`src/rtl/pipe_hazard_ctrl.sv`:
```
// pipe_hazard_ctrl: stall/flush/forward controller for a 5-stage RISC-V pipe.
//   clk_i, rst_i             clock, synchronous active-high reset
//   rs*/rd*/RegWrite*/use*   register ids and qualifiers from ID, EX, MEM, WB
//   MemRead_EX_i             EX holds a load (load-use detection)
//   PCsrc_MEM_i              non-zero: redirect resolved in MEM
//   dmemReq_i/dmemReady_i    data memory handshake; req & ~ready = wait
//   ForwardAE_o/ForwardBE_o  EX operand selects: 00 regfile, 10 MEM, 01 WB
//   stall*/freeze/flush*/killWB  combinational pipe controls
//   mem_err_o                sticky memory-timeout error (registered)
//   stallCnt_o/flushCnt_o    saturating performance counters (registered)
module pipe_hazard_ctrl #(
  parameter int unsigned CNT_W       = 16,
  parameter int unsigned MEM_TIMEOUT = 64
) (
  input  logic             clk_i,
  input  logic             rst_i,
  input  logic [4:0]       rs1_ID_i,
  input  logic [4:0]       rs2_ID_i,
  input  logic             useRs1_ID_i,
  input  logic             useRs2_ID_i,
  input  logic [4:0]       rs1_EX_i,
  input  logic [4:0]       rs2_EX_i,
  input  logic [4:0]       rd_EX_i,
  input  logic             MemRead_EX_i,
  input  logic [4:0]       rd_MEM_i,
  input  logic             RegWrite_MEM_i,
  input  logic [4:0]       rd_WB_i,
  input  logic             RegWrite_WB_i,
  input  logic [1:0]       PCsrc_MEM_i,
  input  logic             dmemReq_i,
  input  logic             dmemReady_i,
  output logic [1:0]       ForwardAE_o,
  output logic [1:0]       ForwardBE_o,
  output logic             stallIF_o,
  output logic             stallID_o,
  output logic             freeze_o,
  output logic             flushID_o,
  output logic             flushEX_o,
  output logic             flushMEM_o,
  output logic             killWB_o,
  output logic             mem_err_o,
  output logic [CNT_W-1:0] stallCnt_o,
  output logic [CNT_W-1:0] flushCnt_o
);

  localparam int unsigned WAIT_W = 8;

  typedef enum logic [1:0] {S_RUN, S_MEM_WAIT, S_ERR} state_t;

  state_t            r_state, w_state_nxt;
  logic [WAIT_W-1:0] r_wait_cnt, w_wait_cnt_nxt;
  logic              r_mem_err;
  logic [CNT_W-1:0]  r_stall_cnt, r_flush_cnt;

  logic w_mem_wait, w_load_use, w_redirect;
  logic w_stall, w_freeze, w_kill, w_flush_id, w_flush_ex, w_flush_mem;

  // Operand forwarding; MEM wins over WB, x0 never forwarded
  always_comb begin
    ForwardAE_o = 2'b00;
    ForwardBE_o = 2'b00;
    if (RegWrite_MEM_i && (rd_MEM_i != 5'd0) && (rd_MEM_i == rs1_EX_i))
      ForwardAE_o = 2'b10;
    else if (RegWrite_WB_i && (rd_WB_i != 5'd0) && (rd_WB_i == rs1_EX_i))
      ForwardAE_o = 2'b01;
    if (RegWrite_MEM_i && (rd_MEM_i != 5'd0) && (rd_MEM_i == rs2_EX_i))
      ForwardBE_o = 2'b10;
    else if (RegWrite_WB_i && (rd_WB_i != 5'd0) && (rd_WB_i == rs2_EX_i))
      ForwardBE_o = 2'b01;
  end

  assign w_mem_wait = dmemReq_i & ~dmemReady_i;
  assign w_redirect = |PCsrc_MEM_i;
  assign w_load_use = MemRead_EX_i && (rd_EX_i != 5'd0) &&
                      ((useRs1_ID_i && (rs1_ID_i == rd_EX_i)) ||
                       (useRs2_ID_i && (rs2_ID_i == rd_EX_i)));

  // Next state and pipe controls; priority ERR > memWait > redirect > load-use
  always_comb begin
    w_state_nxt    = r_state;
    w_wait_cnt_nxt = r_wait_cnt;
    w_stall        = 1'b0;
    w_freeze       = 1'b0;
    w_kill         = 1'b0;
    w_flush_id     = 1'b0;
    w_flush_ex     = 1'b0;
    w_flush_mem    = 1'b0;
    if (!rst_i) begin
      case (r_state)
        S_RUN, S_MEM_WAIT: begin
          if (w_mem_wait) begin
            w_stall  = 1'b1;
            w_freeze = 1'b1;
            w_kill   = 1'b1;
            // Counter holds the number of consecutive wait cycles seen
            w_wait_cnt_nxt = (r_state == S_MEM_WAIT) ? r_wait_cnt + WAIT_W'(1)
                                                     : WAIT_W'(1);
            w_state_nxt = (w_wait_cnt_nxt == WAIT_W'(MEM_TIMEOUT)) ? S_ERR
                                                                   : S_MEM_WAIT;
          end else begin
            // Ready cycle of a wait behaves exactly like RUN
            w_state_nxt    = S_RUN;
            w_wait_cnt_nxt = '0;
            if (w_redirect) begin
              w_flush_id  = 1'b1;
              w_flush_ex  = 1'b1;
              w_flush_mem = 1'b1;
            end else if (w_load_use) begin
              w_stall    = 1'b1;
              w_flush_ex = 1'b1;
            end
          end
        end
        default: begin
          w_stall  = 1'b1;
          w_freeze = 1'b1;
          w_kill   = 1'b1;
        end
      endcase
    end
  end

  // State, sticky error and saturating counters
  always_ff @(posedge clk_i) begin
    if (rst_i) begin
      r_state     <= S_RUN;
      r_wait_cnt  <= '0;
      r_mem_err   <= 1'b0;
      r_stall_cnt <= '0;
      r_flush_cnt <= '0;
    end else begin
      r_state    <= w_state_nxt;
      r_wait_cnt <= w_wait_cnt_nxt;
      if (w_state_nxt == S_ERR)
        r_mem_err <= 1'b1;
      if (w_stall && (r_stall_cnt != {CNT_W{1'b1}}))
        r_stall_cnt <= r_stall_cnt + CNT_W'(1);
      if (w_flush_mem && (r_flush_cnt != {CNT_W{1'b1}}))
        r_flush_cnt <= r_flush_cnt + CNT_W'(1);
    end
  end

  assign stallIF_o  = w_stall;
  assign stallID_o  = w_stall;
  assign freeze_o   = w_freeze;
  assign killWB_o   = w_kill;
  assign flushID_o  = w_flush_id;
  assign flushEX_o  = w_flush_ex;
  assign flushMEM_o = w_flush_mem;
  assign mem_err_o  = r_mem_err;
  assign stallCnt_o = r_stall_cnt;
  assign flushCnt_o = r_flush_cnt;

endmodule

```
`config.mk`:
```
export PLATFORM = sky130hd
export DESIGN_NAME = pipe_hazard_ctrl
export DESIGN_NICKNAME = d
export VERILOG_FILES = /design/src/rtl/pipe_hazard_ctrl.sv
export SDC_FILE = /design/constraint.sdc
export NUM_CORES = 1
export LEC_CHECK = 0
export BUFFER_PORTS_ARGS = -buffer_cell sky130_fd_sc_hd__buf_4
export CORE_AREA = 2 2 76 70
export CTS_CLUSTER_SIZE = 14
export DETAILED_ROUTE_END_ITERATION = 8
export DIE_AREA = 0 0 78 72
export PLACE_DENSITY = 0.91
export REMOVE_ABC_BUFFERS = 1
export SLEW_MARGIN = 10
export SYNTH_ARGS = -nofsm -noshare
export SYNTH_HDL_FRONTEND = slang
export SYNTH_SLANG_ARGS = --single-unit
```
`constraint.sdc`:
```
create_clock -name clk_i -period 2.8 [get_ports clk_i]
set_input_delay 0.56 -clock clk_i [delete_from_list [all_inputs] [get_ports clk_i]]
set_output_delay 0.56 -clock clk_i [all_outputs]
set_load 0.03 [all_outputs]
```
* After elaboration in Yosys (flattened, before gate mapping)
Index checks and enable logic that the tools add are counted.
** Storage, ports and cells
- Flip-flop bits (word level) :: 43
- Input bits :: 46
- Logic and storage cells :: 66
** Operators by class
- Add/subtract/negate cells :: 3
- Equal/unequal tests :: 11
- Mux-type cells :: 26
- Bitwise gates (word level) :: 2
- Reductions and logical operators :: 19
** Operators by type and width (count)
- $add 16x1->16 const B :: 2
- $ne 16x16->1 const B :: 2
- $eq 5x5->1 :: 6
- $mux 1 :: 18
- $mux 8 :: 2
- $reduce_bool 5->1 :: 3
- $logic_and 1x1->1 :: 12
- $mux 2 :: 6
- $add 8x1->8 const B :: 1
- $eq 8x7->1 const B :: 1
- $reduce_or 2->1 :: 2
- $eq 2x1->1 const B :: 1
- $eq 2x2->1 const B :: 1
- $logic_not 2->1 :: 1
- $and 1x1->1 :: 1
- $logic_or 1x1->1 :: 1
- $not 1->1 :: 1

* Longest topological paths before layout
Gate-level depths: netlist (run 1).
- Depth after elaboration :: 10
- Depth in mapped cells :: 8
- Mapped depth without buffers :: 7

* Worst setup path after synthesis (run 1)
No wires, ideal clock.
- Path kind :: input to output
- Start :: input rd_EX_i[1]
- End :: output flushEX_o
- Arrival :: 2699 ps
- Required time :: 2240 ps
- Path slack :: -459 ps
- Cell stages on the path :: 5
- Path through :: xnor2_1 > nand4_1 > o22ai_1 > nand2b_1 > a2111oi_0
** Between the ends
- Cells in the longest elaborated chain, start to end :: 9
- Elaborated cells between the ends (all ways) :: 13
- Those cells by class :: eq/ne (2); mux (5); reduce/logical (6)
** RTL lines
- from (decl) :: RTL line 23 : input logic [4:0] rd_EX_i,
- $eq 5x5->1, on equally long branches :: RTL line 75, 76
- $logic_and 1x1->1, on equally long branches :: RTL line 75, 76
- $logic_or 1x1->1 :: RTL line 75 : ((useRs1_ID_i && (rs1_ID_i == rd_EX_i)) ||
- $logic_and 1x1->1 (*) :: RTL line 74 : assign w_load_use = MemRead_EX_i && (rd_EX_i != 5'd0) &&
- $mux 1 (*) :: RTL line 108 : end else if (w_load_use) begin
- $mux 1 (*) :: RTL line 104 : if (w_redirect) begin
- $mux 1 (*) :: RTL line 91 : if (w_mem_wait) begin
- $mux 1 (*) :: RTL line 89 : case (r_state)
- $mux 1 (*) :: RTL line 88 : if (!rst_i) begin
- to (decl) :: RTL line 38 : output logic flushEX_o,
Mark *: on every way between the ends. The rest lies on a longest branch, timed or not.

* Worst setup path after layout (run 1)
- Start :: input rd_MEM_i[1]
- End :: output ForwardAE_o[0]
** Between the ends
- Cells in the longest elaborated chain, start to end :: 4
- Elaborated cells between the ends (all ways) :: 5
- Those cells by class :: eq/ne (1); mux (1); reduce/logical (3)
** RTL lines
- from (decl) :: RTL line 25 : input logic [4:0] rd_MEM_i,
- $reduce_bool 5->1 :: RTL line 62 : if (RegWrite_MEM_i && (rd_MEM_i != 5'd0) && (rd_MEM_i == rs1_EX_i))
- $logic_and 1x1->1 :: RTL line 62
- $logic_and 1x1->1 (*) :: RTL line 62
- $mux 2 (*) :: RTL line 62
- to (decl) :: RTL line 32 : output logic [1:0] ForwardAE_o,
Marked as above.

==> results of run 1 <==
-- kinds of logic after synthesis --
| group | after synthesis | synth area share, % |
|---|---|---|
| AND/OR/NAND/NOR | 128 | 27.4 |
| flip-flops | 43 | 34.1 |
| XOR/XNOR | 51 | 17.7 |
| buffers and inverters | 17 | 3.57 |
| multiplexers | 2 | 0.794 |
| AO/OA/AOI/OAI | 57 | 14.9 |
| adder cells (fa/ha/maj) | 3 | 1.49 |
-- power by group --
| part | total (µW) | internal (µW) | switching [µW] |
|---|---|---|---|
| Combinational | 191 | 94.1 | 97.1 |
| Sequential | 624 | 616 | 8.04 |
| Clock | 495 | 289 | 207 |
| Total | 1310 | 999 | 312 |
-- per-layer routing --
layer | routed length, µm | vias up | global-route usage (%)
li1 | - | 1258 | -
met1 | 2640 | 1169 | 26.1
met2 | 3130 | 89 | 39.0
met3 | 383 | 11 | 4.60
met4 | 110 | 0 | 10.1
met5 | 0 | - | 0
-- cell type report --
cell class | instances | area share [%]
inverters | 4 | 0.451
repair buffers | 91 | 20.5
well taps | 65 | 2.44
multi-input cells | 241 | 47.2
clock inverters | 2 | 1.05
flip-flops and latches | 43 | 25.9
clock buffers | 6 | 2.48
-- stage by stage --
stage	setup WS, ns	hold WS [ns]	power, µW
floorplan	-0.459	0.487	725
global placement	0.255	0.479	822
detailed placement	0.188	0.478	830
CTS	0.188	0.507	1330
global route	0.0234	0.541	1370
finish	0.178	0.506	1310
-- state kept, by name, summed over array words and instances, names as in the netlist --
| signal | cells |
|---|---|
| r_wait_cnt | 8 |
| r_state | 2 |
| flushCnt_o | 16 |
| stallCnt_o | 16 |
| mem_err_o | 1 |
-- synthesized netlist by cell type (4+ instances only) --
library cell	count
sky130_fd_sc_hd__o21ai_0	21
sky130_fd_sc_hd__xor2_1	28
sky130_fd_sc_hd__a21oi_1	14
sky130_fd_sc_hd__nor2_1	26
sky130_fd_sc_hd__nor3_1	4
sky130_fd_sc_hd__clkbuf_1	6
sky130_fd_sc_hd__nor4_1	4
sky130_fd_sc_hd__and4_1	4
sky130_fd_sc_hd__and3_1	10
sky130_fd_sc_hd__dfxtp_1	43
sky130_fd_sc_hd__or4_1	5
sky130_fd_sc_hd__nand2_1	24
sky130_fd_sc_hd__or3_1	12
sky130_fd_sc_hd__nor2b_1	4
sky130_fd_sc_hd__nand3_1	14
sky130_fd_sc_hd__nand4_1	12
sky130_fd_sc_hd__xnor2_1	23
sky130_fd_sc_hd__buf_4	5
sky130_fd_sc_hd__inv_1	4
-- critical path, cell delays in order --
cell	delay, ns
sky130_fd_sc_hd__buf_4	0.13
sky130_fd_sc_hd__or4_1	0.52
sky130_fd_sc_hd__o21ai_0	0.24
sky130_fd_sc_hd__nor4_1	0.12
sky130_fd_sc_hd__nor4_1	0.28
sky130_fd_sc_hd__buf_4	0.21
-- worst min path at each step --
stage | from | end | slack, ns | depth (start not counted)
after floorplan | r_wait_cnt[4]$_SDFFE_PP0N_ | r_wait_cnt[4]$_SDFFE_PP0N_ | 0.49 | 2
after global placement | mem_err_o$_SDFFE_PP0N_ | mem_err_o$_SDFFE_PP0N_ | 0.48 | 2
after detailed placement | mem_err_o$_SDFFE_PP0N_ | mem_err_o$_SDFFE_PP0N_ | 0.48 | 2
after CTS | mem_err_o$_SDFFE_PP0N_ | mem_err_o$_SDFFE_PP0N_ | 0.51 | 2
after global routing | stallCnt_o[13]$_SDFFE_PP0P_ | stallCnt_o[13]$_SDFFE_PP0P_ | 0.54 | 2
final | mem_err_o$_SDFFE_PP0N_ | mem_err_o$_SDFFE_PP0N_ | 0.51 | 2
==> PnR_summary.wiki, run 1 <==
{| class="wikitable"
! Metric !! Value
|-
| Status || finished, final reports clean
|-
| Number of iterations in the first detailed-routing pass || 4
|-
| Endpoint class of the critical path || output port
|-
| Most common cell after layout, fill and taps aside || sky130_fd_sc_hd__buf_4
|-
| Share of Yosys cell area claimed by the top area cell type || between 30% and 40%
|-
| Final TNS setup || 0 ns
|-
| Worst setup path category || in -> out
|-
| Global-route wire length before repair || 10.1 mm
|-
| Area of combinational cells with multiple inputs || 1570 µm²
|-
| Hold-fix buffers at CTS || 0
|-
| Post-route fraction of the period consumed by the critical path || a little over nine tenths
|-
| Total wirelength of the detailed-routed design || 6.26 mm
|-
| Total CTS buffers || 5
|-
| Number of distinct standard cells referenced by the synthesized netlist || 47
|-
| Insertion delay to the later sink of the worst-skew pair || slightly below 0.3 ns
|-
| H-tree levels || 2
|-
| RSZ-0062 raised after global routing || false
|-
| Final cell count without fillers || 452
|-
| Final antenna diode count || 0
|-
| Cell Rows || 24
|-
| Share of flip-flops with an asynchronous set or reset || 0%
|-
| Routability cong. || around 0.84
|-
| Largest net degree at the start of global routing || 31
|-
| Setup violators final || 0
|-
| Number of buffers added for setup after CTS || 0
|-
| Critical Path Start Type || input pin
|-
| Count of state elements after synthesis || between 40 and 50
|-
| Start of the worst register-to-register path || stallCnt_o[0]$_SDFFE_PP0P_
|-
| Leading cell types in the layout, fill and taps excluded || 91 x sky130_fd_sc_hd__buf_4, 43 x sky130_fd_sc_hd__dfxtp_1, 28 x sky130_fd_sc_hd__xor2_1
|-
| Total of warnings raised by yosys || 0
|-
| Detail-routed net length per standard cell || roughly 14 µm
|-
| Count of vias placed by the detailed router || about 2,500
|-
| Register-to-Register Setup Slack || between 0.7 and 0.8 ns
|-
| Fraction of layout cells with a size suffix above 1 || a little over a quarter
|-
| Remaining DRCs || 0
|-
| Initial Utilization || a little over half
|-
| Clock-pin slew of the registers on the worst-case setup and hold paths || about 0.08 ns
|-
| DR vias/cell || between 5 and 6
|-
| Critical path startpoint || rd_MEM_i[1]
|-
| Count of input and output buffers || just under 90
|-
| Max Clock Skew || roughly 0.007 ns
|-
| Capturing point of the worst reg2reg path || stallCnt_o[10]$_SDFFE_PP0P_
|-
| Mean cell area of the mapped netlist || 8.38 µm²
|-
| Area of the core region || around 4800 µm²
|-
| Ranking of synthesized cells by area || sky130_fd_sc_hd__dfxtp_1 34%, sky130_fd_sc_hd__xor2_1 9.7%, sky130_fd_sc_hd__xnor2_1 8.0%
|-
| Clock root buffer || sky130_fd_sc_hd__clkbuf_8
|-
| Drt initial violations || 88
|-
| Minimum clock period || 2.62 ns
|-
| Number of antenna violations at the first check in global routing || 0
|-
| Placed wire-length estimate || 4.89 mm
|-
| Area enclosed by the die boundary || between 5000 and 6000 µm²
|-
| Final-report hold violation count || 0
|-
| CTS tree || done
|-
| Worst-case clock buffer depth || 2
|-
| Gr usage total || 22.2%
|-
| Number of pins with negative max-slew slack in the final report || 0
|-
| PwrDens || ~400 nW/µm²
|-
| Post-placement cell area || approximately 3200 µm²
|-
| Worst slew margin || between 60% and 70%
|-
| Number of gates resized after cts || 0
|-
| Cell area after layout || ~3300 µm²
|-
| Maximum fanout along the worst path || 3
|-
| Termination of the worst setup path || ForwardAE_o[0]
|-
| Total number of clock tree sinks || 43
|-
| DIE WIDTH || roughly 80 µm
|-
| Worst R2R Path Depth || 7
|-
| Required time of the critical path || 2.24 ns
|-
| Number of instances in the synthesized netlist || 301
|-
| Filler Cells Inserted || 414
|-
| Grt total ovfl || 0
|-
| Sequential share of the synthesized area || around a third
|-
| # nets final || 435
|-
| Min-Delay Path Class || reg -> reg
|-
| Final core utilization || a little under 70%
|-
| Layout overhead on the synthesized area || 32.0%
|-
| Achievable Freq || about 380 MHz
|-
| Die extent in y || around 70 µm
|-
| Max-cap violations || 0
|-
| Cell taking the most area after synthesis || sky130_fd_sc_hd__dfxtp_1
|-
| Leakage power of the design || roughly 0.0013 µW
|-
| Placed Instances || ~440
|-
| Via count of the first global-routing pass || 2,352
|-
| Worst vdd ir || approximately 0.00022 V
|-
| Reg area || roughly 860 µm²
|-
| Transition time at the pin with the least slew margin || approximately 0.50 ns
|-
| Signal arrival time at the worst endpoint || 2.06 ns
|-
| Post-Syn Area || 2520 µm²
|-
| Most frequently used flop master after synthesis || sky130_fd_sc_hd__dfxtp_1
|-
| Number of synthesized flops with an enable pin || 0
|-
| DRT antenna net count || 0
|-
| I/O pin cnt || 90
|}
(Power assumes the default switching activity.)
==> run 2: changes to the inputs <==
- CORE_AREA: 2 2 76 70 -> 2 2 55 96
- DIE_AREA: 0 0 78 72 -> 0 0 57 98
- PLACE_DENSITY: 0.91 -> 0.9
==> run 2 against run 1 <==
Effect of this change: total power shrank 10%; sequential cell count is the same; wire length shrank 2.1%; clock power shrank 27%; design area shrank 1.6%; sequential share of layout area grew 0.41 points; via count shrank 0.79%; setup slack lost 0.032 ns; critical path depth is the same; maximum frequency shrank 1.2%; sequential power is essentially flat; combinational power is essentially flat; largest cell class unchanged; highest routed layer unchanged.
==> PnR_summary.wiki, run 2 (synthesized netlist as in run 1, its figures left out) <==
{| class="wikitable"
! Metric !! Value
|-
| Status || finished, final reports clean
|-
| Final antenna diode count || 0
|-
| Die extent in y || between 90 and 100 µm
|-
| Number of iterations in the first detailed-routing pass || 4
|-
| Clock root buffer || sky130_fd_sc_hd__clkbuf_8
|-
| Drt initial violations || between 50 and 60
|-
| RSZ-0062 raised after global routing || false
|-
| Worst hold-check slack || between 0.5 and 0.6 ns
|-
| Cells along the critical path || buf_4, or4_1, o21ai_0, nor4_1, nor4_1, buf_4
|-
| Leakage power of the design || between 0.001 and 0.0015 µW
|-
| Signal arrival time at the worst endpoint || 2.09 ns
|-
| Switching power || around 300 µW
|-
| Final core utilization || roughly 68%
|-
| Worst setup path category || in -> out
|-
| Final-report hold violation count || 0
|-
| PwrDens || roughly 360 nW/µm²
|-
| Transition time at the pin with the least slew margin || around 0.49 ns
|-
| Endpoint class of the critical path || output port
|-
| Maximum fanout along the worst path || 3
|-
| Layout overhead on the synthesized area || 29.9%
|-
| Count of vias placed by the detailed router || 2,507
|-
| Required time of the critical path || 2.24 ns
|-
| Setup violators final || 0
|-
| Worst slew margin || ~67%
|-
| Fraction of layout cells with a size suffix above 1 || between 20% and 30%
|-
| Placed wire-length estimate || between 4 and 5 mm
|-
| Count of input and output buffers || approximately 90
|-
| Sequential group share of total power || between 50% and 60%
|-
| Leading cell types in the layout, fill and taps excluded || 91 x sky130_fd_sc_hd__buf_4, 43 x sky130_fd_sc_hd__dfxtp_1, 28 x sky130_fd_sc_hd__xor2_1
|-
| Number of antenna violations at the first check in global routing || 0
|-
| Remaining DRCs || 0
|-
| Grt total ovfl || 0
|-
| Area enclosed by the die boundary || approximately 5600 µm²
|-
| Max Clock Skew || 0.00241 ns
|-
| I/O pin cnt || 90
|-
| DRT antenna net count || 0
|-
| Most common cell after layout, fill and taps aside || sky130_fd_sc_hd__buf_4
|-
| Routability cong. || roughly 0.8
|-
| Delay of the slowest critical-path stage || about 0.5 ns
|-
| Detail-routed net length per standard cell || between 10 and 15 µm
|-
| Largest net degree at the start of global routing || 31
|-
| Cell at the slowest stage of the critical path || sky130_fd_sc_hd__or4_1
|-
| CTS tree || done
|-
| Clock group share of total power || a little over 30%
|-
| DIE WIDTH || roughly 57 µm
|-
| Insertion delay to the later sink of the worst-skew pair || between 0.2 and 0.3 ns
|-
| Global-route wire length before repair || between 10 and 15 mm
|-
| Combinational cell fraction of total power || approximately 16%
|-
| Via count of the first global-routing pass || 2,524
|-
| Gr usage total || approximately 22%
|-
| Switching share of power || about a quarter
|-
| Number of gates resized after cts || 0
|-
| Hold-fix buffers at CTS || 0
|-
| Worst-case clock buffer depth || 2
|-
| Cell Rows || 34
|-
| Min-Delay Path Class || reg -> reg
|-
| Worst vdd ir || approximately 0.00039 V
|-
| Post-route fraction of the period consumed by the critical path || a little over nine tenths
|-
| Area of the core region || around 4800 µm²
|-
| H-tree levels || 2
|-
| Minimum clock period || ~2.7 ns
|-
| Number of buffers added for setup after CTS || 0
|-
| Number of pins with negative max-slew slack in the final report || 0
|-
| Achievable Freq || 377 MHz
|-
| Total CTS buffers || 5
|-
| Initial Utilization || 52.0%
|-
| Internal power contribution || a little under 900 µW
|-
| Critical Path Start Type || input pin
|-
| DR vias/cell || ~5.7
|-
| # nets final || 435
|-
| Total number of clock tree sinks || 43
|-
| Total wirelength of the detailed-routed design || 6.13 mm
|-
| Max-cap violations || 0
|-
| Clock-pin slew of the registers on the worst-case setup and hold paths || 0.07 ns
|}
run 2: changes by cell type in the layout (fill, tap and decap cells not counted), sizes merged:
| cell | previous run | this run |
|---|---|---|
| bufinv | 1 | 0 |
| clkinv | 1 | 0 |
run 2: path summary, 6_finish.rpt:
| check | startpoint | endpoint | cells past startpoint | slack, ns |
|---|---|---|---|---|
| setup / recovery | rd_MEM_i[1] | ForwardBE_o[0] | 6 | 0.15 |
| hold / removal | mem_err_o$_SDFFE_PP0N_ | mem_err_o$_SDFFE_PP0N_ | 2 | 0.51 |
| setup reg to reg | stallCnt_o[0]$_SDFFE_PP0P_ | stallCnt_o[5]$_SDFFE_PP0P_ | 7 | 0.74 |
| hold reg to reg | mem_err_o$_SDFFE_PP0N_ | mem_err_o$_SDFFE_PP0N_ | 2 | 0.51 |
run 2: cell type report:
class | count | area [µm²]
timing repair buffer | 91 | 683
inverter | 4 | 15.0
tap | 54 | 67.6
fill | 417 | 1570
clock buffer | 6 | 72.6
sequential | 43 | 861
multi-input combinational | 241 | 1580
run 2: metrics by stage:
step | power, µW | setup TNS [ns] | setup slack [ns] | area [µm²] | cells
final | 1170 | 0 | 0.145 | 3280 | 439
after detailed placement | 829 | 0 | 0.0611 | 3200 | 433
after CTS | 1180 | 0 | 0.0286 | 3270 | 439
after global placement | 823 | 0 | 0.113 | 3200 | 433
after floorplan | 725 | -0.973 | -0.459 | 2450 | 288
after global routing | 1220 | 0 | 0.0385 | 3280 | 439
run 2: worst max-delay path, delay by kind of cell:
kind | cells | cell delay [ns]
AOI/OAI and AO/OA | 1 | 0.25
and+or+nand+nor | 3 | 0.95
buffers and inverters | 2 | 0.35
run 2: power by group through the flow:
| stage | Combinational, µW | Sequential [µW] | Clock [µW] |
|---|---|---|---|
| 2_1_floorplan | 81.3 | 643 | 0 |
| 3_3_place_gp | 186 | 637 | 0 |
| 3_5_place_dp | 191 | 638 | 0 |
| 4_1_cts | 192 | 624 | 363 |
| 5_1_grt | 209 | 624 | 387 |
| 6_report | 192 | 624 | 359 |
run 2: routing by layer:
layer	vias up	track usage (%)	share of wire, %
li1	1250	-	-
met1	1154	22.4	36
met2	87	43.4	56
met3	16	4.64	5.7
met4	0	8.41	2.2
met5	-	0	0
